## config.mk

```make
export PLATFORM = sky130hd
export DESIGN_NAME = vmmul_result_wb
export DESIGN_NICKNAME = d
export VERILOG_FILES = /design/src/rtl/vmmul_result_wb.sv
export SDC_FILE = /design/constraint.sdc
export NUM_CORES = 2
export LEC_CHECK = 0
export BUFFER_PORTS_ARGS = -buffer_cell sky130_fd_sc_hd__buf_2
export CORE_MARGIN = 3
export CORE_UTILIZATION = 60
export DETAILED_ROUTE_END_ITERATION = 10
export MAX_ROUTING_LAYER = met4
export PLACE_DENSITY = 0.74
export SYNTH_ARGS = -nofsm -noshare
export SYNTH_HDL_FRONTEND = slang
export SYNTH_SLANG_ARGS = --single-unit
```

## constraint.sdc

```tcl
create_clock -name clk -period 20.6 [get_ports clk]
set_input_delay 4.12 -clock clk [delete_from_list [all_inputs] [get_ports clk]]
set_output_delay 4.12 -clock clk [all_outputs]
set_load 0.01 [all_outputs]
```

## src/rtl/vmmul_result_wb.sv

```systemverilog
// Purpose : buffers the VMMUL result stream in a FIFO and drains it to the data-memory write port.
// Latency : a word pushed into an empty FIFO at edge N raises mem_req from edge N+1; 1 word/cycle sustained.
// Backpressure: none upstream (words arriving when full are dropped, overflow sticks); downstream req/gnt.
// Optional : RESULT_WB_ALIGN_CHECK_EN rejects non-word-aligned addresses and reports them on align_err.
module vmmul_result_wb #(
    parameter int DEPTH      = 16,
    parameter int TILE_WORDS = 16,
    parameter int AW         = 32,
    parameter int DW         = 32
) (
    input  logic                   clk,
    input  logic                   rst,
    input  logic                   in_valid,
    input  logic [DW-1:0]          in_data,
    input  logic [AW-1:0]          in_addr,
    input  logic                   flush,
    output logic                   mem_req,
    output logic [AW-1:0]          mem_addr,
    output logic [DW-1:0]          mem_wdata,
    input  logic                   mem_gnt,
    output logic                   wb_done,
    output logic                   overflow,
    output logic [$clog2(DEPTH):0] fifo_level
`ifdef RESULT_WB_ALIGN_CHECK_EN
    ,
    output logic                   align_err
`endif
);

    localparam int PW = $clog2(DEPTH) + 1;       // pointer width, MSB separates full from empty
    localparam int IW = PW - 1;                  // storage index width
    localparam int CW = $clog2(TILE_WORDS + 1);  // tile counter width

    typedef enum logic {
        IDLE,
        ISSUE
    } state_t;

    state_t        state_q, state_d;
    logic [AW-1:0] addr_mem [DEPTH];
    logic [DW-1:0] data_mem [DEPTH];
    logic [PW-1:0] wr_ptr_q, wr_ptr_d;
    logic [PW-1:0] rd_ptr_q, rd_ptr_d;
    logic [PW-1:0] rd_ptr_inc;
    logic [PW-1:0] level;
    logic [CW-1:0] cnt_q, cnt_d;
    logic          done_q, done_d;
    logic          ovf_q, ovf_d;
    logic [AW-1:0] addr_q, addr_d;
    logic [DW-1:0] wdata_q, wdata_d;
    logic          full;
    logic          pop;
    logic          push;
    logic          word_ok;

    // Occupancy is a pure function of the pointer registers.
    assign level = wr_ptr_q - rd_ptr_q;
    assign full  = (level == PW'(DEPTH));

    // The head leaves the FIFO only when memory grants it; flush overrides the grant.
    assign pop   = (state_q == ISSUE) && mem_gnt && !flush;

`ifdef RESULT_WB_ALIGN_CHECK_EN
    logic aerr_q, aerr_d;
    assign word_ok   = (in_addr[1:0] == 2'b00);
    assign align_err = aerr_q;
`else
    assign word_ok   = 1'b1;
`endif

    // A slot freed by this cycle's grant may be refilled on the same edge.
    assign push = in_valid && word_ok && (!full || pop) && !flush;

    // Payload storage; contents are only meaningful between the pointers, so no reset.
    always_ff @(posedge clk) begin
        if (push) begin
            addr_mem[wr_ptr_q[IW-1:0]] <= in_addr;
            data_mem[wr_ptr_q[IW-1:0]] <= in_data;
        end
    end

    // Next-state: pointers, request FSM, tile counter and sticky flags; flush wins over everything.
    always_comb begin
        state_d    = state_q;
        wr_ptr_d   = wr_ptr_q;
        rd_ptr_d   = rd_ptr_q;
        cnt_d      = cnt_q;
        done_d     = 1'b0;
        ovf_d      = ovf_q;
        addr_d     = addr_q;
        wdata_d    = wdata_q;
        rd_ptr_inc = rd_ptr_q + PW'(1);

        if (push) begin
            wr_ptr_d = wr_ptr_q + PW'(1);
        end
        if (in_valid && word_ok && full && !pop) begin
            ovf_d = 1'b1;
        end

        case (state_q)
            IDLE: begin
                if (level != '0) begin
                    state_d = ISSUE;
                    addr_d  = addr_mem[rd_ptr_q[IW-1:0]];
                    wdata_d = data_mem[rd_ptr_q[IW-1:0]];
                end
            end
            ISSUE: begin
                if (pop) begin
                    rd_ptr_d = rd_ptr_inc;
                    if (cnt_q == CW'(TILE_WORDS - 1)) begin
                        cnt_d  = '0;
                        done_d = 1'b1;
                    end else begin
                        cnt_d = cnt_q + CW'(1);
                    end
                    // Keep issuing back-to-back: next stored word, else the word arriving now.
                    if (level > PW'(1)) begin
                        addr_d  = addr_mem[rd_ptr_inc[IW-1:0]];
                        wdata_d = data_mem[rd_ptr_inc[IW-1:0]];
                    end else if (push) begin
                        addr_d  = in_addr;
                        wdata_d = in_data;
                    end else begin
                        state_d = IDLE;
                    end
                end
            end
            default: state_d = IDLE;
        endcase

        if (flush) begin
            state_d  = IDLE;
            wr_ptr_d = '0;
            rd_ptr_d = '0;
            cnt_d    = '0;
            done_d   = 1'b0;
            ovf_d    = 1'b0;
            addr_d   = '0;
            wdata_d  = '0;
        end
    end

    // State registers; reset abandons any in-flight request.
    always_ff @(posedge clk or posedge rst) begin
        if (rst) begin
            state_q  <= IDLE;
            wr_ptr_q <= '0;
            rd_ptr_q <= '0;
            cnt_q    <= '0;
            done_q   <= 1'b0;
            ovf_q    <= 1'b0;
            addr_q   <= '0;
            wdata_q  <= '0;
        end else begin
            state_q  <= state_d;
            wr_ptr_q <= wr_ptr_d;
            rd_ptr_q <= rd_ptr_d;
            cnt_q    <= cnt_d;
            done_q   <= done_d;
            ovf_q    <= ovf_d;
            addr_q   <= addr_d;
            wdata_q  <= wdata_d;
        end
    end

`ifdef RESULT_WB_ALIGN_CHECK_EN
    // Sticky misalignment flag, cleared only by flush or reset.
    always_comb begin
        aerr_d = aerr_q;
        if (in_valid && !word_ok) begin
            aerr_d = 1'b1;
        end
        if (flush) begin
            aerr_d = 1'b0;
        end
    end

    // Misalignment flag register.
    always_ff @(posedge clk or posedge rst) begin
        if (rst) begin
            aerr_q <= 1'b0;
        end else begin
            aerr_q <= aerr_d;
        end
    end
`endif

    assign mem_req    = (state_q == ISSUE);
    assign mem_addr   = addr_q;
    assign mem_wdata  = wdata_q;
    assign wb_done    = done_q;
    assign overflow   = ovf_q;
    assign fifo_level = level;

endmodule

```

# After elaboration in Yosys (flattened, before gate mapping)

Memory sizes are Yosys's and may differ from the RTL's.
Cells that the tools add are included.
Widths: inputs -> output; s select.

Add/subtract/negate cells: 4
Order comparisons: 1
Equal/unequal tests: 5
Multiplexer cells: 34
Bitwise logic cells: 1
Reductions and logical operators: 17

Operators with widths:

| operator            | number |
|---|---|
| $mux 32             | 10 |
| $pmux 32 s2         | 2 |
| $mux 5              | 9 |
| $add 5x1->5 const B | 3 |
| $mux 1              | 12 |
| $reduce_bool 2->1   | 4 |
| $logic_and 1x1->1   | 6 |
| $eq 5x4->1 const B  | 1 |
| $eq 5x5->1 const B  | 1 |
| $gt 5x1->1 const B  | 1 |
| $reduce_bool 5->1   | 1 |
| $sub 5x5->5         | 1 |
| $ne 4x2->1 const B  | 1 |
| $logic_not 1->1     | 3 |
| $ne 3x2->1 const B  | 1 |
| $ne 3x3->1 const B  | 1 |
| $reduce_and 3->1    | 1 |
| $pmux 1 s2          | 1 |
| $reduce_and 2->1    | 1 |
| $logic_or 1x1->1    | 1 |
| $not 1->1           | 1 |

Flip-flop bits (word level): 82
Bits in writable memories: 1024
Bits of input ports: 69
Output and inout bits: 72
Memories: 2

Memories:

| name     | words | bits a word | read ports | clocked after memory_dff | write ports | line | RTL |
|---|---|---|---|---|---|---|---|
| addr_mem | 16    | 32          | 2          | 0                        | 1           | 40   | `logic [AW-1:0] addr_mem [DEPTH];` |
| data_mem | 16    | 32          | 2          | 0                        | 1           | 41   | `logic [DW-1:0] data_mem [DEPTH];` |

# Logic depth before layout (Yosys ltp)

Word-level depth: 11
Mapped depth: 14
Depth with buffers taken out: 10

# Least setup slack after synthesis

Ideal clock, no wire load.

Path type: input port to flip-flop
Start point: input port flush
End point: memory addr_mem[0][0], enable pin
Data arrival time: 9.522 ns
Path slack: 10.513 ns
Stages: 7
Path buffers: 2
Cells stage by stage: clkbuf_1 -> nor2b_1 -> nand2_1 -> a41oi_1 -> buf_2 -> nand2_1 -> nor3_1

Word-level cells in the longest chain between the ends: 7

RTL lines:

| item                             | line   | RTL |
|---|---|---|
| from (decl)                      | 16     | `input logic flush,` |
| $logic_not 1->1 (*)              | 61, 72 |  |
| $logic_and 1x1->1                | 61     | `assign pop = (state_q == ISSUE) && mem_gnt && !flush;` |
| $logic_or 1x1->1                 | 72     | `assign push = in_valid && word_ok && (!full \|\| pop) && !flush;` |
| $logic_and 1x1->1                | 72     |  |
| $logic_and 1x1->1 (*)            | 72     |  |
| $mux 1 (*)                       | 76     | `if (push) begin` |
| $mux 1 (implied by the code) (*) | 77     | `addr_mem[wr_ptr_q[IW-1:0]] <= in_addr;` |
| to (decl)                        | 40     |  |

Mark *: on every way between the ends. The rest lies on a longest branch, timed or not.

# Final worst setup path

Start point: input port flush
End point: memory addr_mem[14][23], enable pin

The elaborated chain is that of the path after synthesis.

==> results.json <==
{
  "cts-resized-gates": 0,
  "gr-total-overflow": 0,
  "final_core_util_pct": 67.4,
  "synth.avg_cell_area_um2": 18.1,
  "die_area_mm2": 0.0884,
  "cpMaxStageDelayCell": "nor2_4",
  "syn-cell-area_mm2": 0.0509,
  "num_rows": 106,
  "clk_pin_slew_ns": 0.06,
  "num-fill-cells": 5471,
  "cts_tree": "yes",
  "yosys_warnings": 0,
  "rsz0062_at_grt": "false",
  "core_area_mm2": 0.0838,
  "relSlewSlack_pct": 13.4,
  "grt_pass1_vias": 30500,
  "synth-main-ff-cell": "edfxtp_1",
  "htree_num_levels": 3,
  "async_flop_share_pct": 7.41,
  "place.gp.congestion": 0.785,
  "io_pins": 141,
  "layout-drive-gt1-share_pct": 32.8,
  "synthCells": 2806,
  "layout.nets": 2971,
  "drc": 0,
  "top_layer": "met4",
  "via_count": 29300,
  "met2_length_um": 63700,
  "path_cells": "buf_2 > nor2b_1 > nand2_1 > a41oi_1 > nand3_1 > nor2_4 > buf_4",
  "finalSetupViolCount": 0,
  "leakagePower_nw": 17.9,
  "postCtsSetupBuffers": 0,
  "cp_max_fo": 37,
  "wl_per_cell_um": 31.4,
  "multi_input_area_mm2": 0.0173,
  "cap_viol_max_count": 0,
  "cp-start-kind": "input pin",
  "antenna_found_initial": 5,
  "critical_path_required_ns": 20.88,
  "period_share_pct": 38.1,
  "die_height_um": 297,
  "wl_met1_um": 50100,
  "syn-num-nets": 2886,
  "regArea_mm2": 0.0328,
  "area_delta_synth_final_pct": 11.0,
  "clock_skew_ns": 0.0184,
  "worst_hold_path_type": "reg2reg",
  "fmax_mhz": 127,
  "crit_type": "in2reg",
  "setup_tns_ns": 0,
  "cp-end-kind": "flip-flop",
  "crit_arrival_ns": 8.13,
  "cts-root-buf": "clkbuf_16",
  "synth-edff-count": 1024,
  "cp_top_family": "simple AND/OR/NAND/NOR gates",
  "grt_max_degree": 120,
  "via_per_inst": 7.11,
  "cts_buffers": 112,
  "drt-total-wl_um": 130000,
  "min_period_ns": 7.85,
  "worstSkewPairLatency_ns": 0.67,
  "gr-usage-all-layers_pct": 30.4,
  "layout_common_cells": "edfxtp_1 (1024), mux4_2 (386), mux2i_1 (193)",
  "hold_buffers": 0,
  "route.met3.wl_um": 12300,
  "status": "complete, no violations",
  "clock_path_buffers": 3,
  "clkSinkCount": 1106,
  "dp_hpwl_um": 68600,
  "port_buffers": 140,
  "synth_cell_types": 45,
  "drt_iter0_markers": 3217,
  "synth_seq_cells": 1106,
  "grt_pass1_wl_um": 196000,
  "ant_nets": 0,
  "final_common_cell": "edfxtp_1",
  "max_stage_delay_ns": 1.03,
  "drv_slew": 0,
  "ys_seq_area_share_pct": 64.4,
  "path_buf_inv": 2,
  "die_w_um": 297,
  "dr.pass1.iters": 6,
  "start_util_pct": 60.7,
  "finalHoldViolations": 0,
  "ir_drop_mv": 0.0740,
  "worst-slew-pin-transition_ns": 1.30,
  "regToRegSetupSlack_ns": 14.60,
  "p_per_area_mw_per_mm2": 105
}
==> worst reg2reg max path, stage by stage (launching register included) <==
cell	delay, ns
dfrtp_4	0.90
ha_1	0.30
inv_1	0.06
fa_1	0.40
xor2_1	0.26
nand4b_1	0.19
nand2_1	0.11
a41oi_1	1.01
nand3_1	0.56
nor2_4	1.04
buf_4	0.77
==> flip-flops by register name, indices dropped and copies added, names as in the netlist <==
name and count:
addr_mem 512, data_mem 512, mem_addr 32, mem_wdata 32, cnt_q 5, rd_ptr_q 5, wr_ptr_q 5, mem_req 1
overflow 1, wb_done 1
==> power breakdown <==
part	switching [mW]	total, mW	internal [mW]
registers	0.0872	2.64	2.55
clock network	0.852	2.10	1.25
logic	0.670	1.21	0.539
==> through the flow <==
stage               power (mW)  cell area, µm²  worst slack, ns  cells  hold WS (ns)
global placement          3.85           52700            12.25   3911         0.478
detailed placement        3.88           52700            12.10   3911         0.489
floorplan                 3.50           50900            10.51   2806         0.477
CTS                       5.97           56500            12.78   4120         0.503
global route              6.15           56500            12.50   4125         0.555
finish                    5.94           56500            12.75   4126         0.495
==> final timing paths <==
kind	end	cells past startpoint	start
max	addr_mem[14][23]$_DFFE_PP_	7	flush
min	overflow$_DFFE_PP0P_	2	overflow$_DFFE_PP0P_
max reg2reg	addr_mem[14][23]$_DFFE_PP_	10	rd_ptr_q[0]$_DFFE_PP0P_
min reg2reg	overflow$_DFFE_PP0P_	2	overflow$_DFFE_PP0P_
max in group asynchronous	rd_ptr_q[1]$_DFFE_PP0P_	3	rst
min in group asynchronous	mem_addr[20]$_DFFE_PP0P_	2	rst
==> Yosys cell counts (2+ instances only) <==
cell type  count  area, µm²
inv_2          2       7.51
or3_1          2       12.5
o211ai_1      64        480
xnor2_1        7       61.3
nand3_1        7       35.0
buf_1         21       78.8
edfxtp_1    1024      30700
and2_1         3       18.8
nor3_1         6       30.0
buf_2         75        375
mux2_2       191       2150
or2_2          2       12.5
nand2_1       76        285
clkbuf_1     112        420
ha_1          10        125
nor2_1        89        334
a22oi_1      127        953
o221ai_1      63        552
inv_1         10       37.5
xor2_1         3       26.3
a21o_1         2       15.0
nand4_1        2       12.5
dfrtp_1       82       2050
o21ai_0       55        275
nor2b_1        3       18.8
and3_1         3       18.8
mux2i_1      193       1930
o21ai_1       10       50.1
nand2b_1       6       37.5
mux4_2       386       8690
a41oi_1        3       26.3
buf_4         16        120
a21oi_1       75        375
a31oi_1       65        407
==> kinds of logic (layout without fill, tap and decap cells) <==
kind of cell	after synthesis	after routing	share of synthesized area (%)
flops	1106	1106	64.4
mux	770	770	25.1
compound gates	469	469	6.25
buf+inv	236	416	2.04
simple gates	204	204	1.72
fa+ha+maj	11	11	0.285
xor+xnor	10	10	0.172
other cells	0	6	0
==> routing by layer <==
metal	track usage [%]	vias to the layer above
li1	-	12000
met2	47.5	1624
met1	41.5	15500
met3	5.65	245
met4	8.92	0
met5	-	-
==> area by class of cell <==
type / count / area share [%]
diodes: 6 / 0.0266
clock buffers: 145 / 5.51
clock inverters: 64 / 1.25
inverters: 12 / 0.0841
multi-input cells: 1464 / 30.5
flip-flops and latches: 1106 / 58.1
well taps: 1134 / 2.51
repair buffers: 195 / 2.02
No activity file was read; power rests on OpenSTA's default activity.
